## config.mk

```make
export PLATFORM = sky130hd
export DESIGN_NAME = sigmoid_pipe
export DESIGN_NICKNAME = d
export VERILOG_FILES = /design/src/rtl/sigmoid_pkg.sv /design/src/rtl/sigmoid_pipe_mult_2in.sv /design/src/rtl/sigmoid_pipe.sv
export SDC_FILE = /design/constraint.sdc
export NUM_CORES = 2
export LEC_CHECK = 0
export ABC_AREA = 1
export BUFFER_PORTS_ARGS = -buffer_cell sky130_fd_sc_hd__buf_4
export CAP_MARGIN = 20
export CORE_ASPECT_RATIO = 2
export CORE_MARGIN = 1
export CORE_UTILIZATION = 45
export CTS_CLUSTER_SIZE = 30
export DETAILED_ROUTE_END_ITERATION = 6
export PLACE_DENSITY = 0.59
export SLEW_MARGIN = 10
export SYNTH_ARGS = -nofsm -noshare
export SYNTH_HDL_FRONTEND = slang
export SYNTH_SLANG_ARGS = --single-unit
```

## constraint.sdc

```tcl
create_clock -name clk -period 17.8 [get_ports clk]
set_input_delay 0.89 -clock clk [delete_from_list [all_inputs] [get_ports clk]]
set_output_delay 0.89 -clock clk [all_outputs]
set_load 0.005 [all_outputs]
```

## src/rtl/sigmoid_pkg.sv

```systemverilog
// Shared constants for the Q8.24 sigmoid activation: formats, saturation point
// and the nine interpolation knots K[k] = round(sigmoid(k) * 2^24).
package sigmoid_pkg;

    localparam int WIDTH = 32;
    localparam int FRAC  = 24;
    localparam int KNOTS = 9;

    localparam logic [WIDTH-1:0] ONE = 32'h0100_0000;

    // |z| at or above this integer part is indistinguishable from 1.0 here
    localparam logic [WIDTH-FRAC-1:0] SAT_INT = 8'd8;

    localparam logic signed [WIDTH-1:0] MIN_Z = {1'b1, {(WIDTH-1){1'b0}}};

    function automatic logic [WIDTH-1:0] knot(input logic [3:0] k);
        logic [WIDTH-1:0] v;
        case (k)
            4'd0:    v = 32'h0080_0000;
            4'd1:    v = 32'h00BB_26A8;
            4'd2:    v = 32'h00E1_7BEB;
            4'd3:    v = 32'h00F3_DBE6;
            4'd4:    v = 32'h00FB_6541;
            4'd5:    v = 32'h00FE_4961;
            4'd6:    v = 32'h00FF_5DF4;
            4'd7:    v = 32'h00FF_C44B;
            default: v = 32'h00FF_EA06;
        endcase
        return v;
    endfunction

endpackage

```

## src/rtl/sigmoid_pipe_mult_2in.sv

```systemverilog
// Two-input signed fixed-point multiplier: full product shifted right by FRAC
// and truncated back to WIDTH bits.
module mult_2in #(
    parameter int WIDTH = 32,
    parameter int FRAC  = 24
) (
    input  logic signed [WIDTH-1:0] a,
    input  logic signed [WIDTH-1:0] b,
    output logic signed [WIDTH-1:0] p
);

    logic signed [2*WIDTH-1:0] full;
    logic                      unused_bits;

    assign full = (2*WIDTH)'(a) * (2*WIDTH)'(b);
    assign p    = full[FRAC +: WIDTH];

    // Discarded fraction and overflow bits of the full product
    assign unused_bits = ^{full[FRAC-1:0], full[2*WIDTH-1:FRAC+WIDTH]};

endmodule

```

## src/rtl/sigmoid_pipe.sv

```systemverilog
// Three-stage Q8.24 sigmoid: magnitude/segment split, knot lookup and slope
// multiply, then offset add with saturation and odd-symmetry fold.
module sigmoid_pipe
    import sigmoid_pkg::*;
(
    input  logic                    clk,
    input  logic                    rst,
    input  logic                    i_valid,
    output logic                    i_ready,
    input  logic signed [WIDTH-1:0] i_z,
    output logic                    o_valid,
    input  logic                    o_ready,
    output logic signed [WIDTH-1:0] o_a,
    output logic signed [WIDTH-1:0] o_z
);

    function automatic logic [WIDTH-1:0] abs_mag(input logic signed [WIDTH-1:0] z);
        logic signed [WIDTH-1:0] neg;
        neg = -z;
        return z[WIDTH-1] ? $unsigned(neg) : $unsigned(z);
    endfunction

    // MIN_Z has no positive twin, so it is forced into saturation directly
    function automatic logic sat_flag(input logic signed [WIDTH-1:0] z,
                                      input logic [WIDTH-1:0]        m);
        return (z == MIN_Z) || (m[WIDTH-1:FRAC] >= SAT_INT);
    endfunction

    // Clamp to ONE when saturated, then mirror around 0.5 for negative z
    function automatic logic [WIDTH-1:0] fold_out(input logic [WIDTH-1:0] y,
                                                  input logic             sat,
                                                  input logic             s);
        logic [WIDTH-1:0] ys;
        ys = sat ? ONE : y;
        return s ? (ONE - ys) : ys;
    endfunction

    logic en;
    logic vld_p0, vld_p1, vld_p2;

    logic [WIDTH-1:0] mag_in;
    logic             sat_in;

    logic                    s_p0, sat_p0;
    logic [2:0]              n_p0;
    logic [FRAC-1:0]         f_p0;
    logic signed [WIDTH-1:0] z_p0;

    logic [WIDTH-1:0]        k_lo, k_hi;
    logic [FRAC-1:0]         d;
    logic signed [WIDTH-1:0] prod;
    logic                    unused_prod;

    logic                    s_p1, sat_p1;
    logic [WIDTH-1:0]        klo_p1;
    logic [FRAC-1:0]         p_p1;
    logic signed [WIDTH-1:0] z_p1;

    logic [WIDTH-1:0]        y;
    logic signed [WIDTH-1:0] a_p2, z_p2;

    assign en      = !vld_p2 || o_ready;
    assign i_ready = en;
    assign o_valid = vld_p2;
    assign o_a     = a_p2;
    assign o_z     = z_p2;

    always_ff @(posedge clk) begin
        if (rst) begin
            vld_p0 <= 1'b0;
            vld_p1 <= 1'b0;
            vld_p2 <= 1'b0;
        end else if (en) begin
            vld_p0 <= i_valid;
            vld_p1 <= vld_p0;
            vld_p2 <= vld_p1;
        end
    end

    // Stage 1: sign, magnitude, saturation, segment index and fraction
    always_comb begin
        mag_in = abs_mag(i_z);
        sat_in = sat_flag(i_z, mag_in);
    end

    always_ff @(posedge clk) begin
        if (en) begin
            s_p0   <= i_z[WIDTH-1];
            sat_p0 <= sat_in;
            n_p0   <= mag_in[FRAC+2:FRAC];
            f_p0   <= mag_in[FRAC-1:0];
            z_p0   <= i_z;
        end
    end

    // Stage 2: knot lookup and slope * fraction
    always_comb begin
        k_lo = knot({1'b0, n_p0});
        k_hi = knot({1'b0, n_p0} + 4'd1);
        d    = FRAC'(k_hi - k_lo);
    end

    mult_2in #(
        .WIDTH (WIDTH),
        .FRAC  (FRAC)
    ) u_mult (
        .a (signed'({{(WIDTH-FRAC){1'b0}}, d})),
        .b (signed'({{(WIDTH-FRAC){1'b0}}, f_p0})),
        .p (prod)
    );

    // Both operands are below 2^24, so the shifted product always fits in FRAC bits
    assign unused_prod = ^prod[WIDTH-1:FRAC];

    always_ff @(posedge clk) begin
        if (en) begin
            s_p1   <= s_p0;
            sat_p1 <= sat_p0;
            klo_p1 <= k_lo;
            p_p1   <= prod[FRAC-1:0];
            z_p1   <= z_p0;
        end
    end

    // Stage 3: interpolated value, saturation and sign fold
    assign y = klo_p1 + {{(WIDTH-FRAC){1'b0}}, p_p1};

    always_ff @(posedge clk) begin
        if (rst) begin
            a_p2 <= '0;
            z_p2 <= '0;
        end else if (en && vld_p1) begin
            a_p2 <= signed'(fold_out(y, sat_p1, s_p1));
            z_p2 <= z_p1;
        end
    end

endmodule

```

Word-level counts from Yosys, hierarchy flattened

Memories as Yosys holds them, arrays and structs flattened. A register that Yosys moved wholly into a read port is not among the register bits.
Index checks and enable logic that the tools add are counted.

Register bits: 218
Memory bits (read-only): 368
Input port bits: 36
Output and inout bits: 66
Word-level logic and storage cells: 34
Memories kept: 2

Memory list:

| name            | depth | bits a word | read ports | clocked after Yosys merged registers in | write ports | RTL line          | text |
|---|---|---|---|---|---|---|---|
| (no name shown) | 8     | 23          | 1          | 1                                       | 0           | sigmoid_pkg.sv:18 | `case (k)` |
| (no name shown) | 8     | 23          | 1          | 0                                       | 0           | sigmoid_pkg.sv:18 |  |

$add $sub $neg: 5
Multipliers: 1
$lt $le $gt $ge: 1
Eq/ne operators: 1
Multiplexer cells: 5
Reduce and logical (&&, ||, !) cells: 4

Operator list:

| cell                   | count |
|---|---|
| $mux 32                | 3 |
| $mul 24x24->48         | 1 |
| $add 32x24->32         | 1 |
| $eq 32x32->1 const B   | 1 |
| $neg 32->32            | 1 |
| $sub 25x32->32 const A | 1 |
| $mux 24                | 1 |
| $sub 24x24->24         | 1 |
| $ge 8x4->1 const B     | 1 |
| $add 3x1->4 const B    | 1 |
| $mux 3                 | 1 |
| $logic_or 1x1->1       | 2 |
| $logic_and 1x1->1      | 1 |
| $logic_not 1->1        | 1 |

Depth between registers and ports, before layout

An unclocked memory read counts as a cell.

Word-level depth: 5
Depth in mapped cells: 49
Gate-level depth less buffers: 47

Hierarchy

From an unflattened synthesis, not the netlist that was laid out.

Cells, all modules: 5831
Area total of the unflattened synthesis: 46445.8 um^2

Modules (own cells, without submodules):

| module       | instances | cells each | area each (um^2) | sequential area each (um^2) |
|---|---|---|---|---|
| mult_2in     | 1         | 4512       | 34883.5          | 0.0 |
| sigmoid_pipe | 1         | 1319       | 11562.3          | 5825.6 |

Least setup slack after synthesis

No wires, ideal clock.

Kind: register to register
From: register n_p0[0]
To: register p_p1[13] (data pin)
Setup time: 258 ps
Arrival time: 8423 ps
Data required time: 17542 ps
Path slack: 9119 ps
Stages on the path, launching flop included: 45
Path buffers: 2
Period minus slack after synthesis: 8681 ps
Path through: edfxtp_1 ha_1 inv_1 ha_1 clkbuf_1 inv_1 o21ai_0 a21oi_1 ha_1 inv_2 o21ai_2 nand3_1 nand2_1 nand2_1 nand2_1 a31oi_2 o21ai_2 nand4_1 [9 not listed] inv_1 fa_1 inv_1 fa_1 inv_1 fa_1 inv_1 fa_1 inv_1 ha_1 nand2_1 nor2_1 inv_1 nor4_1 a21oi_1 o21ai_0 a21oi_1 xnor2_1

Cells in the longest elaborated chain, start to end: 5

Ends and longest elaborated chain:

| element                  | RTL line                    | text |
|---|---|---|
| start: declaration       | sigmoid_pipe.sv:45          | `logic [2:0] n_p0;` |
| start signal: assignment | sigmoid_pipe.sv:90          | `n_p0 <= mag_in[FRAC+2:FRAC];` |
| $add 3x1->4 *            | sigmoid_pipe.sv:99          | `k_hi = knot({1'b0, n_p0} + 4'd1);` |
| $mem_v2 8x23             | -                           |  |
| $mux 24 *                | sigmoid_pkg.sv:18           |  |
| $sub 24x24->24 *         | sigmoid_pipe.sv:100         | `d = FRAC'(k_hi - k_lo);` |
| $mul 24x24->48 *         | sigmoid_pipe_mult_2in.sv:15 | `assign full = (2*WIDTH)'(a) * (2*WIDTH)'(b);` |
| via prod[13]             | sigmoid_pipe.sv:51          | `logic signed [WIDTH-1:0] prod;` |
| end signal: assignment   | sigmoid_pipe.sv:120         | `p_p1 <= prod[FRAC-1:0];` |
| end: declaration         | sigmoid_pipe.sv:56          | `logic [FRAC-1:0] p_p1;` |

The timed path passes the listed nets; every way through them passes the cells marked *.
A chain may end at the register's enable or synchronous reset.

Worst setup path after layout

From: register n_p0[0]
To: register p_p1[9] (data pin)

Same word-level chain as after synthesis.

==> impl_metrics.ini <==
[place]
io_buffers = 101
place.gp.congestion = 1.05
hpwl_mm = 87.5

[timing]
skew_ns = 0.0200
tightestPinTransition_ns = 1.08
fin_crit_ns = 11.46
fmax_mhz = 87.2
setup_viol = 0
max-slew-margin-rel_pct = 27.8
rsz0062_at_grt = no
tns_ns = 0
final_hold_viol_count = 0
slew_viol_final = 0
finalCritPeriodShare_pct = 64.4
hold_slack_ns = 0.411

[run]
max-cap-violations = 0

[drt]
drt_iter0_markers = 1413
via_count = 24900
final_antenna_net_count = 0
drt_pass1_iterations = 6
drc = 0
wirelength_mm = 106
via_per_inst = 5.32
routedWlPerCell_um = 22.7

[die]
pin_count = 102
die_w_um = 186
start_util_pct = 45.6
core_area_mm2 = 0.0667
rows = 134
die-height_um = 370
die_area_mm2 = 0.0687

[grt]
grt_max_degree = 95
grt_pass1_vias = 26800
grt_pass1_wl_mm = 158
track_usage_pct = 32.0
antenna_found_initial = 0
globalRouteOverflowTotal = 0

[layout]
multi_input_area_mm2 = 0.0208
fillers = 6679
drive_above_1_share_pct = 6.09
diodes = 0
nets = 4531
seq_area_mm2 = 0.00583
syn2layout_area_growth_pct = 7.58

[logic_synthesis]
yosysTopAreaCell = fa_1
postSynthAreaPerCell_um2 = 8.14
synthDominantCellAreaShare_pct = 31.8
ys_seq_area_share_pct = 19.2
async_reset_ff_share_pct = 0
synth_flop_cell = edfxtp_1
postSynthCellCount = 3733
syn-num-nets = 4485
synth_edf_count = 136
synth_area_mm2 = 0.0304
ys_warn_count = 0
synth_area_leaders = fa_1 (32%), edfxtp_1 (13%), inv_1 (10%), ha_1 (9.6%), nand2_1 (7.8%)
yosys_register_bits = 223
synthDistinctLibCells = 56

[status]
status = finished, final reports clean

[setup_path]
cp-start-kind = register
cp_max_fo = 15
crit_path_max_incr_delay_ns = 0.79
worstPathRequired_ns = 18.07
cp-end-kind = register
crit_slowest_cell = nand2_1
path_class = reg2reg
worstPathArrival_ns = 11.73
critical_path.most_common_cell = nand2_1

[cts]
cts-resized-gates = 0
hold_buffers = 0
path_clk_slew_ns = 0.09
clock-sinks = 223
tritoncts = done
cts_setup_buffers = 0
numCtsBuffers = 18
clk_latency_ns = 0.53
clock_path_buffers = 3
root_buffer = clkbuf_16
htreeDepth = 1

[min_path]
hold_class = reg2reg
[final timing paths]
path              slack [ns]      end    start  cells past startpoint
setup / recovery        6.34  p_p1[9]  n_p0[0]                     38
hold / removal          0.41  z_p1[7]  z_p0[7]                      0
setup reg to reg        6.34  p_p1[9]  n_p0[0]                     38
hold reg to reg         0.41  z_p1[7]  z_p0[7]                      0
[Yosys cell counts (7+ instances only)]
cell type and instances:
a21oi_1 136, a31oi_1 12, buf_2 16, buf_6 7
clkbuf_1 81, clkinv_1 10, dfxtp_1 87, edfxtp_1 136
fa_1 483, ha_1 233, inv_1 841, inv_2 7
nand2_1 634, nand3_1 156, nand3_2 8, nand4_1 20
nor2_1 563, nor3_1 23, o21a_1 10, o21ai_0 104
or2_2 12, xnor2_1 21, xor2_1 45
[stage by stage]
stage          util (%)  setup slack (ns)  instances  cell area, um^2
6_report           49.0              6.34       4675            32700
5_1_grt            49.0              5.75       4675            32700
4_1_cts            49.0              6.33       4674            32700
3_5_place_dp       48.0              6.39       4642            32000
3_3_place_gp       48.0              6.29       4642            32000
2_1_floorplan         -              9.12       3733            30400
[final cells by class]
cell class              instances  area share, %
flip-flops and latches        223           17.8
inverters                     859           9.88
repair buffers                141           3.26
multi-input cells            2536           63.7
clock buffers                  24           1.52
well taps                     884           3.38
clock inverters                 8          0.432
[cell families (layout without fill, tap and decap cells)]
kind of cell | count (synthesis) | after routing | share of synthesized area, %
AND/OR/NAND/NOR | 1448 | 1448 | 19.5
adder cells (fa/ha/maj) | 716 | 716 | 41.4
XOR/XNOR | 69 | 69 | 2.10
buffers and inverters | 974 | 1032 | 12.3
flip-flops | 223 | 223 | 19.2
AO/OA/AOI/OAI | 303 | 303 | 5.54
[critical path: cells and delay by family (launching register included)]
| kind | cells | cell delay (ns) |
|---|---|---|
| AND/OR/NAND/NOR | 13 | 2.80 |
| flip-flops | 1 | 0.54 |
| buffers and inverters | 7 | 1.13 |
| XOR/XNOR | 1 | 0.09 |
| AO/OA/AOI/OAI | 6 | 1.61 |
| adder cells (fa/ha/maj) | 11 | 5.01 |
[sequential cells by signal (all words and copies together) (netlist names), 3 cells and up]
| register | flops |
|---|---|
| n_p0 | 3 |
| o_a | 32 |
| klo_p1 | 20 |
| k_lo | 20 |
| z_p1 | 31 |
| z_p0 | 30 |
| f_p0 | 24 |
| o_z | 32 |
| p_p1 | 24 |
[routing by layer]
layer  part of all wire [%]  wire [um]  global-route usage, %
met5                      0          0                      0
met4                     11      11200                   28.3
met3                    4.1       4300                   3.18
met2                     55      57800                   61.4
met1                     31      32600                   28.7
[layout by cell type (no fill, tap or decap), types with 7 or more instances in the layout]
cell	n
inv_1	841
nand2_1	634
nor2_1	562
fa_1	483
ha_1	233
nand3_1	156
buf_4	140
a21oi_1	136
edfxtp_1	136
o21ai_0	104
dfxtp_1	87
xor2_1	44
nor3_1	23
xnor2_1	21
nand4_1	20
clkbuf_16	18
a31oi_1	12
or2_2	12
o21a_1	10
clkinv_1	9
nand3_2	8
inv_2	7
Power is not shown: default switching activity piles up to over one toggle a cycle in this logic, so the estimate is an artifact.
